### config.mk
export PLATFORM = sky130hd
export DESIGN_NAME = mem_arbiter
export DESIGN_NICKNAME = d
export VERILOG_FILES = /design/src/rtl/mem_arbiter.sv
export SDC_FILE = /design/constraint.sdc
export NUM_CORES = 1
export LEC_CHECK = 0
export CORE_MARGIN = 5
export CORE_UTILIZATION = 37
export CTS_CLUSTER_SIZE = 12
export DETAILED_ROUTE_END_ITERATION = 6
export PLACE_DENSITY_LB_ADDON = 0.15
export SLEW_MARGIN = 20
export SYNTH_ARGS = -nofsm -noshare
export SYNTH_HDL_FRONTEND = slang
export SYNTH_SLANG_ARGS = --single-unit
### constraint.sdc
create_clock -name clk -period 2.55 [get_ports clk]
set_clock_uncertainty 0.2 [all_clocks]
set_input_delay 0.51 -clock clk [delete_from_list [all_inputs] [get_ports clk]]
set_output_delay 0.51 -clock clk [all_outputs]
set_load 0.02 [all_outputs]
### src/rtl/mem_arbiter.sv
// mem_arbiter: two-port arbiter (instruction fetch + data) in front of a
// shared, multi-cycle memory. One memory transaction is in flight at a time.
//
// Ports:
//   clk, rst                      clock, async active-low reset
//   i_req/i_addr/i_flush          fetch request, byte address, redirect flush
//   i_done/i_rdata/i_busy         fetch completion pulse, read data, pending
//   d_req/d_wr/d_addr/d_wdata     data request, write select, address, data
//   d_done/d_rdata/d_busy         data completion pulse, read data, pending
//   mem_rd/mem_wr/mem_addr/...    one-cycle command to memory, held addr/data
//   mem_done/mem_rdata/mem_err    memory completion, read data, error
//   err                           sticky memory error flag
module mem_arbiter #(
   parameter int STARVE_MAX = 4
) (
   input  logic        clk,
   input  logic        rst,
   input  logic        i_req,
   input  logic [15:0] i_addr,
   input  logic        i_flush,
   output logic        i_done,
   output logic [15:0] i_rdata,
   output logic        i_busy,
   input  logic        d_req,
   input  logic        d_wr,
   input  logic [15:0] d_addr,
   input  logic [15:0] d_wdata,
   output logic        d_done,
   output logic [15:0] d_rdata,
   output logic        d_busy,
   output logic        mem_rd,
   output logic        mem_wr,
   output logic [15:0] mem_addr,
   output logic [15:0] mem_wdata,
   input  logic        mem_done,
   input  logic [15:0] mem_rdata,
   input  logic        mem_err,
   output logic        err
);

   localparam int CLOG = $clog2(STARVE_MAX + 1);
   localparam int CW   = (CLOG > 3) ? CLOG : 3;

   typedef enum logic [1:0] {S_IDLE, S_ISSUE, S_WAIT} state_e;
   typedef enum logic {OWN_I, OWN_D} owner_e;

   state_e        state_q;
   owner_e        owner_q;
   logic [15:0]   addr_q;
   logic [15:0]   wdata_q;
   logic          wr_q;
   logic          flushed_q;
   logic          err_q;
   logic          mem_rd_q;
   logic          mem_wr_q;
   logic [CW-1:0] starve_q;
   logic [CW-1:0] starve_d;

   logic starve_max;
   logic grant_i;
   logic grant_d;
   logic in_wait;

   // Data normally wins; the fetch port is forced through once it has
   // watched STARVE_MAX consecutive data grants go by.
   assign starve_max = (starve_q == CW'(STARVE_MAX));
   assign grant_i    = (state_q == S_IDLE) & i_req & (~d_req | starve_max);
   assign grant_d    = (state_q == S_IDLE) & d_req & ~grant_i;

   always_comb begin
      starve_d = starve_q;
      if (!i_req || grant_i)
         starve_d = '0;
      else if (grant_d && !starve_max)
         starve_d = starve_q + CW'(1);
   end

   always_ff @(posedge clk or negedge rst) begin
      if (!rst) begin
         state_q   <= S_IDLE;
         owner_q   <= OWN_I;
         addr_q    <= '0;
         wdata_q   <= '0;
         wr_q      <= 1'b0;
         flushed_q <= 1'b0;
         err_q     <= 1'b0;
         mem_rd_q  <= 1'b0;
         mem_wr_q  <= 1'b0;
         starve_q  <= '0;
      end else begin
         starve_q <= starve_d;
         mem_rd_q <= 1'b0;
         mem_wr_q <= 1'b0;
         if (mem_err && state_q == S_WAIT)
            err_q <= 1'b1;
         case (state_q)
            S_IDLE: begin
               flushed_q <= 1'b0;
               // Command strobes are registered here so they are high for
               // exactly the ISSUE cycle.
               if (grant_i) begin
                  owner_q  <= OWN_I;
                  addr_q   <= i_addr;
                  wdata_q  <= '0;
                  wr_q     <= 1'b0;
                  mem_rd_q <= 1'b1;
                  state_q  <= S_ISSUE;
               end else if (grant_d) begin
                  owner_q  <= OWN_D;
                  addr_q   <= d_addr;
                  wdata_q  <= d_wdata;
                  wr_q     <= d_wr;
                  mem_rd_q <= ~d_wr;
                  mem_wr_q <= d_wr;
                  state_q  <= S_ISSUE;
               end
            end
            S_ISSUE: begin
               if (i_flush && owner_q == OWN_I)
                  flushed_q <= 1'b1;
               state_q <= S_WAIT;
            end
            S_WAIT: begin
               if (i_flush && owner_q == OWN_I)
                  flushed_q <= 1'b1;
               if (mem_done) begin
                  flushed_q <= 1'b0;
                  state_q   <= S_IDLE;
               end
            end
            default: state_q <= S_IDLE;
         endcase
      end
   end

   assign in_wait = (state_q == S_WAIT);

   // A flush arriving in the completion cycle itself still kills the pulse.
   assign i_done  = mem_done & in_wait & (owner_q == OWN_I) & ~flushed_q & ~i_flush;
   assign d_done  = mem_done & in_wait & (owner_q == OWN_D);
   assign i_rdata = i_done ? mem_rdata : '0;
   assign d_rdata = (d_done & ~wr_q) ? mem_rdata : '0;
   assign i_busy  = i_req & ~i_done;
   assign d_busy  = d_req & ~d_done;

   assign mem_rd    = mem_rd_q;
   assign mem_wr    = mem_wr_q;
   assign mem_addr  = addr_q;
   assign mem_wdata = wdata_q;
   assign err       = err_q;

endmodule

==> impl.org <==
** Die
- The initial utilization of the core area, before any placement, comes to between 30% and 40%.
- For this design the top-level I/O count stands at around 140.
- Die Span Y :: between 80 and 90 um
- In this run the core area contains 29 standard-cell rows.
- From left edge to right edge, the die measures approximately 90 um.
- The core region is around 6200 um^2.
- The floorplan step defined a die boundary enclosing roughly 8000 um^2.

** CTS
- The clock tree synthesis step divided the H-tree into 2 levels.
- Clock-pin slew reported for the worst setup and hold paths after clock tree synthesis :: 80 ps
- TritonCTS built the clock tree.
- TritonCTS buffer count :: 5
- The clock passes through at most 2 buffers.
- Counting every sink on the clock net gives between 40 and 50.
- Clock insertion delay at the later pin of the skew report :: about 300 ps
- The cell sitting at the root of the clock tree is a clkbuf_8.

** Finish
- Leaving out fill and tap cells, the most frequent cell in the layout is clkdlybuf4s50_1.
- Count of non-filler cells in the finished layout :: around 460
- The area growth from synthesis to layout is 73.38%.
- Ratio of cells with drive above 1 in the final layout :: a little under a quarter
- Top library cells by usage in the layout, fill and taps aside :: 104 x clkdlybuf4s50_1, 43 x dfrtp_1, 28 x and2_1
- Total Nets Final :: approximately 460
- The number of antenna diodes in the final layout is 0.
- Util after Layout :: about two thirds

** Worst hold path
- Worst hold path type :: flip-flop to flip-flop

** Critical path
- The signal on the critical path passes through inv_2, ha_4, nand2_4, nor4_4, buf_4, buf_6, and2_1, buf_6.
- Together, buffers and inverters on the worst path number 4.
- Grouping stages by cell kind, the critical path spends the most delay in buffers and inverters.
- Highest-delay cell along the critical path :: dfrtp_1
- Arrival time of the worst setup path :: ~1800 ps
- STA classifies the critical path endpoint as an output port.
- CP most frequent cell :: buf_6
- In this run the worst path has a maximum fanout of 5.
- STA classifies the critical path startpoint as a flip-flop.
- Flop2flop setup slack :: between 300 and 400 ps
- Data required, critical path :: 1840 ps
- Slowest Stage Delay on Critical Path :: 390 ps
- By startpoint and endpoint, the worst setup path is classified as flip-flop to output port.

** Timing
- Headroom to the max-slew limit came out at a little under 30%.
- The final max-slew violation count is 0.
- Of the available clock period, the critical path in the final layout requires 99.03%.
- Count of final hold-check violations :: 0
- Setup violations remaining at the end of the flow were counted as 0.
- Achievable Freq :: just under 0.4 GHz
- Min Tclk post-route :: roughly 2500 ps
- Setup repair after global routing could not meet its margin everywhere.
- For the pin with the worst max-slew slack, the measured transition is approximately 1100 ps.

** Routing
- Antenna-violating nets left :: 0
- Routed WL per cell :: approximately 16 um
- In this run, the number of DRC markers left after iteration 0 of detailed routing was between 100 and 150.
- Routed Wire Length :: 7253 um
- Iteration count of the initial detailed-routing pass :: 4
- The detailed router placed roughly 2300 vias in this run.
- Drt via density :: just over 5
- After detailed routing, the number of remaining DRC violations is 0.

** Logic synthesis
- Xor/xnor cell area share of the yosys netlist :: 0%
- The number of nets in the synthesized netlist is approximately 300.
- Number of distinct library cells after synthesis :: 35
- The synthesized netlist devotes between 20% and 30% of its cell area to compound gates.
- The portion of synthesized area spent on multiplexers is less than 1%.
- Flip-flop and latch count after synthesis :: 43
- Synth Area per Inst :: between 10 and 15 um^2
- Top cells by area in the synthesized netlist :: dfrtp_1 46%, and2_1 9.1%, a22o_1 6.4%
- Synthesized-area fraction occupied by adder cells :: 3.741%
- Cell area after synthesis :: 2341 um^2
- Counting every instance in the synthesized netlist gives roughly 220.
- Of all cell types, the one taking the most synthesized area is dfrtp_1.
- Of the total synthesized cell area, the portion taken by AND, OR, NAND and NOR gates is 16.46%.
- In this run the biggest area consumer among cell types represents between 40% and 50% of the synthesized area.
- Combinational family with the most area after synthesis :: compound AO/OA/AOI/OAI gates
- Portion of the post-synthesis area used by sequential elements :: a little under half
- Count of synthesis-stage warnings from yosys :: 0

** Outcome
- The run finished with clean final reports.

** Global routing
- Entering global routing, the biggest net connects between 40 and 50 pins.
- Number of global-route vias before repair :: between 2000 and 2500
- Antenna violations before repair :: 0
- Gr usage total :: between 15 and 20%
- Global routing finished with a remaining overflow of 0.
- The first global-routing pass estimated about 11000 um of wire.

** Power
- In this run the static leakage power is around 0.0017 uW.
- For this design the ratio of total power to cell area is 905.6 nW/um^2.
- IR analysis of the VDD net gives a maximum drop of 0.5805 mV.

** Placement
- Routability congestion estimate :: about 0.72
- I/O Buffers :: ~140
- DPL Wire Length :: between 5000 and 6000 um
- Count of placed standard cells including taps :: around 440

** Flow run
- Max cap viols :: 0
[cell families (layout without fill, tap and decap cells)]
group / count (synthesis) / count (layout)
compound gates: 80 / 80
simple gates: 68 / 68
flops: 43 / 43
buf+inv: 22 / 179
fa+ha+maj: 7 / 7
mux: 2 / 2
[power by group]
part | switching (uW) | total [uW] | internal (uW)
logic | 1080 | 2100 | 1030
clock network | 245 | 440 | 196
registers | 165 | 1130 | 965
[cells in the mapped netlist (all sizes together)]
| cell type | count |
|---|---|
| inv | 5 |
| nand2 | 3 |
| clkbuf | 2 |
| nor2b | 3 |
| o22a | 1 |
| and2 | 34 |
| a41oi | 16 |
| mux2 | 2 |
| nor2 | 18 |
| buf | 15 |
| a21oi | 19 |
| nor4 | 1 |
| a21boi | 3 |
| dfrtp | 43 |
| o21ai | 17 |
| o21a | 3 |
| nand3 | 4 |
| ha | 7 |
| a22o | 17 |
| nand2b | 3 |
| nand3b | 1 |
| a21bo | 1 |
| a21o | 2 |
| nor3b | 1 |
| a31oi | 1 |
[per-layer routing]
metal | wire length, um | share of wire (%) | GRT usage [%] | vias up
met5 | 0 | 0 | 0 | -
met4 | 56 | 0.77 | 3.789 | 0
met3 | 804 | 11 | 4.700 | 7
met2 | 3426 | 47 | 27.99 | 113
met1 | 2966 | 41 | 22.83 | 1062
li1 | - | - | - | 1112
[state kept, by name (all words and copies together) (netlist names)]
name,flops
mem_wr,1
wr_q,1
mem_addr,16
flushed_q,1
mem_rd,1
mem_wdata,16
state_q,2
owner_q,1
err,1
starve_q,3
[final cells by class]
| class | instances | area [um^2] |
|---|---|---|
| flip-flops and latches | 43 | 1076 |
| clock inverters | 3 | 25.02 |
| inverters | 5 | 18.77 |
| well taps | 77 | 96.34 |
| fillers | 532 | 2182 |
| clock buffers | 5 | 68.82 |
| multi-input cells | 157 | 1179 |
| repair buffers | 166 | 1595 |
[worst paths after layout]
check | start | end | cells after the start
max | state_q[0] | i_rdata[15] | 8
min | err | err | 1
max reg2reg | state_q[1] | mem_addr[15] | 7
min reg2reg | err | err | 1
max in group asynchronous | rst | mem_wdata[13] | 3
min in group asynchronous | rst | mem_addr[6] | 3
[what timing repair did]
action	CTS	global route
pin swaps	0	8
endpoints found under the setup margin	36	34
setup buffers	0	1
hold buffers	1	0
hold endpoints to repair	43	0
resized for setup	96	57
gates cloned	0	3
[through the flow]
step                      area (um^2)  power [uW]  hold slack [ps]  worst slack [ps]  TNS, ps
after floorplan                  2341        2270            14.41             313.5        0
after global placement           3906        3199            240.2            -325.9   -10370
after detailed placement         3906        3229            268.4            -354.5   -10740
after CTS                        4043        3679            284.9             4.869        0
after global routing             4059        3939            315.0            -70.90   -466.3
final                            4059        3676            271.6             24.70        0
(Power assumes the default switching activity.)
